<file path="config.mk">
export PLATFORM = sky130hd
export DESIGN_NAME = cle_sram_arb
export DESIGN_NICKNAME = d
export VERILOG_FILES = /design/src/rtl/cle_sram_arb.sv
export SDC_FILE = /design/constraint.sdc
export NUM_CORES = 1
export LEC_CHECK = 0
export BUFFER_PORTS_ARGS = -buffer_cell sky130_fd_sc_hd__buf_2
export CORE_ASPECT_RATIO = 0.7
export CORE_MARGIN = 2
export CORE_UTILIZATION = 35
export CTS_BUF_LIST = sky130_fd_sc_hd__clkbuf_8
export DETAILED_ROUTE_END_ITERATION = 8
export PLACE_DENSITY = 0.72
export SLEW_MARGIN = 20
export SYNTH_ARGS = -nofsm -noshare
export SYNTH_HDL_FRONTEND = slang
export SYNTH_SLANG_ARGS = --single-unit
</file>
<file path="constraint.sdc">
create_clock -name clk -period 3.7 [get_ports clk]
set_input_delay 0.185 -clock clk [delete_from_list [all_inputs] [get_ports clk]]
set_output_delay 0.185 -clock clk [all_outputs]
set_load 0.05 [all_outputs]
</file>
<file path="src/rtl/cle_sram_arb.sv">
// cle_sram_arb: two-requester arbiter for the CCL engine's single-port label SRAM.
// Port 0 is the labeler, port 1 the merge/readout pass. One beat is accepted per
// cycle, driven onto registered SRAM pins, and read data returns tagged to its issuer.
module cle_sram_arb #(
   parameter int AW        = 10,
   parameter int DW        = 8,
   parameter int RD_LAT    = 1,
   parameter int BURST_MAX = 8
) (
   input  logic          clk,
   input  logic          reset,
   input  logic          r0_req,
   input  logic          r0_we,
   input  logic [AW-1:0] r0_addr,
   input  logic [DW-1:0] r0_wdata,
   input  logic          r0_lock,
   output logic          r0_gnt,
   output logic          r0_rvalid,
   output logic [DW-1:0] r0_rdata,
   input  logic          r1_req,
   input  logic          r1_we,
   input  logic [AW-1:0] r1_addr,
   input  logic [DW-1:0] r1_wdata,
   input  logic          r1_lock,
   output logic          r1_gnt,
   output logic          r1_rvalid,
   output logic [DW-1:0] r1_rdata,
   output logic [AW-1:0] sram_a,
   output logic [DW-1:0] sram_d,
   output logic          sram_wen,
   input  logic [DW-1:0] sram_q,
   output logic          lock_err
);

   localparam int            CW       = $clog2(BURST_MAX);
   localparam logic [CW-1:0] CNT_LAST = CW'(BURST_MAX - 1);

   typedef enum logic [1:0] {
      IDLE = 2'd0,
      OWN0 = 2'd1,
      OWN1 = 2'd2
   } state_t;

   state_t          state;
   state_t          state_nxt;
   logic            rr_ptr;     // 0: port 0 wins a tie, 1: port 1 wins
   logic [CW-1:0]   lock_cnt;   // idle cycles of the current lock owner

   logic            acc0;
   logic            acc1;
   logic            acc;
   logic            iss_we;
   logic [AW-1:0]   iss_addr;
   logic [DW-1:0]   iss_wdata;
   logic            rd_issue;

   // Read tags: bit 0 is the beat issued last cycle, bit RD_LAT the one whose data is on sram_q now.
   logic [RD_LAT:0] tag_vld;
   logic [RD_LAT:0] tag_id;

   // Grant and forced-release decode from requests, ownership state and round-robin pointer.
   always_comb begin
      // NOTE: every output of a combinational block gets a default first, so no path leaves one unassigned and infers a latch.
      r0_gnt   = 1'b0;
      r1_gnt   = 1'b0;
      lock_err = 1'b0;
      if (!reset) begin
         case (state)
            IDLE: begin
               if (r0_req && r1_req) begin
                  r0_gnt = ~rr_ptr;
                  r1_gnt = rr_ptr;
               end else begin
                  r0_gnt = r0_req;
                  r1_gnt = r1_req;
               end
            end
            OWN0: begin
               r0_gnt   = r0_req;
               lock_err = !r0_req && (lock_cnt == CNT_LAST);
            end
            OWN1: begin
               r1_gnt   = r1_req;
               lock_err = !r1_req && (lock_cnt == CNT_LAST);
            end
            default: ;
         endcase
      end
   end

   assign acc0      = r0_req & r0_gnt;
   assign acc1      = r1_req & r1_gnt;
   assign acc       = acc0 | acc1;
   assign iss_we    = acc1 ? r1_we    : r0_we;
   assign iss_addr  = acc1 ? r1_addr  : r0_addr;
   assign iss_wdata = acc1 ? r1_wdata : r0_wdata;
   assign rd_issue  = acc & ~iss_we;

   // Ownership transitions: a locked beat takes ownership, an unlocked beat or a timeout drops it.
   always_comb begin
      state_nxt = state;
      case (state)
         IDLE: begin
            if (acc0 && r0_lock)      state_nxt = OWN0;
            else if (acc1 && r1_lock) state_nxt = OWN1;
         end
         OWN0: begin
            if (acc0)          state_nxt = r0_lock ? OWN0 : IDLE;
            else if (lock_err) state_nxt = IDLE;
         end
         OWN1: begin
            if (acc1)          state_nxt = r1_lock ? OWN1 : IDLE;
            else if (lock_err) state_nxt = IDLE;
         end
         default: state_nxt = IDLE;
      endcase
   end

   // Ownership state register.
   always_ff @(posedge clk or posedge reset) begin
      // NOTE: clocked state is written with non-blocking assignments so every register samples pre-edge values.
      if (reset) state <= IDLE;
      else       state <= state_nxt;
   end

   // Round-robin pointer and lock idle counter.
   always_ff @(posedge clk or posedge reset) begin
      if (reset) begin
         rr_ptr   <= 1'b0;
         lock_cnt <= '0;
      end else begin
         if (acc0)          rr_ptr <= 1'b1;
         else if (acc1)     rr_ptr <= 1'b0;
         else if (lock_err) rr_ptr <= (state == OWN0);

         if (acc || lock_err)    lock_cnt <= '0;
         else if (state != IDLE) lock_cnt <= lock_cnt + 1'b1;
      end
   end

   // Registered SRAM pins: the accepted beat appears one cycle later; idle cycles hold address/data.
   always_ff @(posedge clk or posedge reset) begin
      if (reset) begin
         sram_a   <= '0;
         sram_d   <= '0;
         sram_wen <= 1'b1;
      end else begin
         sram_wen <= ~(acc & iss_we);
         if (acc) begin
            sram_a <= iss_addr;
            sram_d <= iss_wdata;
         end
      end
   end

   // Tag pipe tracking in-flight reads in issue order.
   always_ff @(posedge clk or posedge reset) begin
      if (reset) begin
         tag_vld <= '0;
         tag_id  <= '0;
      end else begin
         tag_vld <= {tag_vld[RD_LAT-1:0], rd_issue};
         tag_id  <= {tag_id[RD_LAT-1:0], acc1};
      end
   end

   // Read return: capture sram_q for the tagged issuer and pulse its rvalid.
   always_ff @(posedge clk or posedge reset) begin
      if (reset) begin
         r0_rvalid <= 1'b0;
         r1_rvalid <= 1'b0;
         r0_rdata  <= '0;
         r1_rdata  <= '0;
      end else begin
         r0_rvalid <= tag_vld[RD_LAT] & ~tag_id[RD_LAT];
         r1_rvalid <= tag_vld[RD_LAT] &  tag_id[RD_LAT];
         if (tag_vld[RD_LAT] && !tag_id[RD_LAT]) r0_rdata <= sram_q;
         if (tag_vld[RD_LAT] &&  tag_id[RD_LAT]) r1_rdata <= sram_q;
      end
   end

endmodule

</file>
==> Word level (Yosys, flattened, before mapping) <==
Index checks and enable logic that the tools add are counted.
Widths: inputs -> output; s select.
{ "classes": {"add_sub_neg": 1, "mul": 0, "n_div": 0, "order_cmp": 0, "eq_ne": 4, "n_shift": 0, "muxes": 24, "n_bitwise": 11, "reduce_logical": 15} }
{ "ops": {"columns": ["op", "count"], "rows": [
  ["$mux 2", 6],
  ["$mux 1", 10],
  ["$mux 10", 1],
  ["$mux 8", 1],
  ["$logic_and 1x1->1", 7],
  ["$and 1x1->1", 6],
  ["$mux 3", 2],
  ["$pmux 1 s2", 3],
  ["$pmux 2 s3", 1],
  ["$not 1->1", 4],
  ["$reduce_bool 2->1", 2],
  ["$add 3x1->3 const B", 1],
  ["$eq 3x3->1 const B", 1],
  ["$logic_not 1->1", 3],
  ["$ne 3x3->1 const B", 1],
  ["$reduce_bool 3->1", 1],
  ["$eq 2x1->1 const B", 1],
  ["$eq 2x2->1 const B", 1],
  ["$logic_not 2->1", 1],
  ["$logic_or 1x1->1", 1],
  ["$or 1x1->1", 1]
]} }
{ "totals": {"register_bits": 47, "latchBits": 0, "mem_bits_rw": 0, "romBits": 0, "input_bits": 52, "out_inout_bits": 40, "wordCells": 67, "n_memories": 0} }

==> Depth between registers and ports, before layout <==
{ "logic_depth": {"depth_word": 9, "depth_mapped": 10, "depth_no_buf": 8} }

==> Worst setup path before layout <==
Ideal clock, no wire load.
{ "synth_timing": {"path_kind": "input-to-reg", "start": "input reset", "end": "register rr_ptr", "setup_time_ps": 77, "arrival_time_ps": 2291, "t_required_ps": 3623, "setup_slack_ps": 1332, "stages": 5, "path_buffers": 0, "cell_sequence": "inv_1 -> and4_1 -> o21bai_1 -> nor3_1 -> a21oi_1"} }
{ "synth_via": {"word_cells_on_any_way": 8, "cone_classes": "mux (5); bitwise (2); reduce/logical (1)"} }
{ "synth_lines": {"columns": ["item", "line_no", "source"], "rows": [
  ["start: declaration", "11", "input logic reset,"],
  ["$mux 1", "67", "if (!reset) begin"],
  ["net lock_err", "32", "output logic lock_err"],
  ["$reduce_bool 3->1 (no line)", null, null],
  ["end signal: assignment", "134", "else if (lock_err) rr_ptr <= (state == OWN0);"],
  ["end: declaration", "46", "logic rr_ptr;"]
]} }
The timed path passes the listed nets, and every way through them passes these cells.
A chain may end at the register's enable or synchronous reset.

==> Final worst setup path <==
{ "layout_timing": {"start": "register state[0]", "end": "output r0_gnt"} }
{ "layout_via": {"elab_chain_cells": 3, "word_cells_on_any_way": 4, "cone_classes": "eq/ne (1); mux (2); reduce/logical (1)"} }
{ "layout_lines": {"columns": ["item", "line_no", "source"], "rows": [
  ["start: declaration", "44", "state_t state;"],
  ["start signal: assignment", "123", "else state <= state_nxt;"],
  ["$eq 2x1->1 or $logic_not 2->1 (tied branches)", "68", "case (state)"],
  ["$pmux 1 s2 *", "68", null],
  ["$mux 1 *", "67", null],
  ["end: declaration", "17", "output logic r0_gnt,"]
]} }
Mark *: on every way between the ends. The rest lies on a longest branch, timed or not.

==> results by group <==
Clocking
  • Clk pin slew, worst setup/hold paths: 0.09 ns
  • CTS Sinks: 47
  • CTS resizes: 0
  • Clock latency on the worst-skew pair: 0.29 ns
  • Cts bufs inserted: 5
  • Setup bufs post-CTS: 0
  • CTS tree: done
  • Root Buffer Master: clkbuf_8
  • CTS Buffer Depth: 2
  • H-tree levels: 2
  • Hold Buf Count CTS: 0

Critical path
  • Slack of the worst reg-to-reg path: 1.39 ns
  • Worst r2r src: state[0]
  • WP data required: 3.51 ns
  • Worst setup path startpoint: state[0]
  • CP Launch Type: flop
  • Critical path class: flop to output port
  • Max FO, Critical Path: 10
  • WP data arrival: 2.35 ns
  • CP endpoint kind: output port

Floorplanning
  • Num rows: 23
  • Core Area: 0.00578 mm2
  • Die H: 69.1 um
  • Initial Utilization: 0.366
  • Die width: 97.0 um
  • Num ports: 92
  • Die area: 0.00670 mm2

Synthesis
  • #FFs+latches synth: 47
  • Most frequent cell after synthesis: dfrtp_1
  • Syn nets: 241
  • Post-synth EDFFs: 0
  • Top post-synthesis cells by count: 46 x dfrtp_1, 21 x mux2i_1, 20 x nand2_1
  • Post-synth top area cell: dfrtp_1
  • Main synth FF type: dfrtp_1
  • Mean post-synth cell area: 11.7 um2
  • Synth Cell Area: 0.00212 mm2
  • Area contributors post-synth: dfrtp_1 54%, mux2i_1 9.9%, ha_1 4.7%
  • Post-synth ARST share: 1.00
  • Register area share after synthesis: 0.556
  • YS warnings: 0
  • Mapped Cells: 181
  • Post-synthesis cell type count: 31
  • Share of the synthesized area in the top cell type: 0.543

Layout
  • Post-Route Utilization: 0.478
  • Antenna cells: 0
  • Synth-to-layout area growth: 30.4%
  • Nets: 334
  • Non-Filler Instances: 350
  • Layout cells sized above 1: 0.418

Placement
  • Detailed-placement wirelength estimate: 3.24 mm
  • IO Port Bufs: 91
  • Post-Place Cells: 342
  • GPL Wtd Cong: 0.861

Global routing
  • Vias in the first global route: 1621
  • First-pass GRT wire length: 7.60 mm
  • GRT Total Usage: 0.137
  • Global route overflow: 0
  • Largest net degree at the start of global routing: 49
  • Antenna violations before repair: 0

STA
  • Final Setup Violations: 0
  • Tmin final: 2.53 ns
  • Unrepaired setup endpoints after global routing: no
  • Achievable Freq: 0.395 GHz
  • Total Neg Setup Slack: 0 ns
  • Final worst-path cycle share: 0.684
  • Slew Viols, Final: 0
  • Least-Margin Pin Slew: 0.709 ns
  • Slew headroom: 0.527
  • Setup Skew: 0.0114 ns
  • Final hold viol count: 0

Detailed routing
  • WL/cell: 12.6 um
  • Drt first pass iters: 4
  • Detailed-route via count: 1631
  • Post-route ant nets: 0
  • Vias per cell: 4.66
  • Final wirelength: 4.41 mm
  • Initial drt markers: 70
  • DR DRC count: 0

Power and ir drop
  • Pwr Total: 2.71 mW
  • PD cells: 981 mW/mm2
  • Worst VDD drop: 0.393 mV
  • P_leak: 1.48 nW

Flow run
  • Max Cap Viol: 0

Run status
  • Status: finished clean

Worst hold path
  • Hold Crit Class: primary input to async pin
[registers in the layout, indices dropped and copies added, names as in the netlist, 2 cells and up]
signal and flops:
r0_rdata 8, lock_cnt 3, r1_rdata 8, tag_vld 2, tag_id 2, sram_a 10, sram_d 8, state 2
[power by group]
group	switching [mW]	internal [mW]
combinational	1.07	0.411
sequential	0.113	0.746
clock	0.171	0.201
[cell usage in the layout (no fill, tap or decap), types with 2 or more instances in the layout]
cell type	synthesis	final
a21oi_1	4	4
buf_4	1	3
nor2_1	5	4
mux2_2	8	8
mux2i_1	21	21
clkinv_4	1	2
mux2_1	8	8
nand2_1	20	20
inv_1	8	7
clkbuf_8	0	5
o21ai_1	18	18
nand2b_1	6	6
dfrtp_1	46	46
buf_2	1	91
nor3_1	5	5
o22ai_1	2	2
ha_1	8	8
[critical path: stages (launching register included)]
cell and delay, ns:
dfrtp_1 0.42, inv_1 0.11, ha_1 0.33, nor2_1 0.12, a311o_1 0.58, clkinv_4 0.22, buf_2 0.27
[metrics by stage]
stage	cell area (um2)	hold WS (ns)	setup slack, ns
5_1_grt	2760	0.0432	0.968
3_5_place_dp	2650	0.336	1.37
2_1_floorplan	2120	0.235	1.33
3_3_place_gp	2650	0.333	1.50
6_report	2760	0.0475	1.17
4_1_cts	2760	0.0305	1.13
[cell families (layout without fill, tap and decap cells)]
group / count (synthesis) / count (layout) / synth area share
flops: 47 / 47 / 0.556
mux: 37 / 37 / 0.184
fa+ha+maj: 8 / 8 / 0.0473
simple gates: 39 / 39 / 0.0839
xor+xnor: 1 / 1 / 0.00414
compound gates: 32 / 32 / 0.0862
buf+inv: 17 / 111 / 0.0384
[per-layer routing]
| layer | vias to the layer above | GRT usage | part of all wire |
|---|---|---|---|
| met3 | 2 | 0.0436 | 0.079 |
| met5 | - | 0 | 0 |
| met2 | 68 | 0.217 | 0.44 |
| met4 | 0 | 0.0329 | 0.0039 |
| met1 | 752 | 0.183 | 0.48 |
| li1 | 809 | - | - |
[layout make-up]
cell class	count	area [um2]
clock inverters	3	43.8
well taps	75	93.8
flip-flops and latches	47	1180
fillers	533	3020
clock buffers	5	68.8
repair buffers	94	478
inverters	9	38.8
multi-input cells	117	862
[worst paths after layout]
check / cells after the start / to
max: 6 / r0_gnt
min: 3 / tag_id[1]
max reg2reg: 7 / sram_d[6]
min reg2reg: 0 / tag_id[1]
max in group asynchronous: 3 / sram_d[2]
min in group clk: 2 / sram_wen
Power figures use the tool's default switching activity.
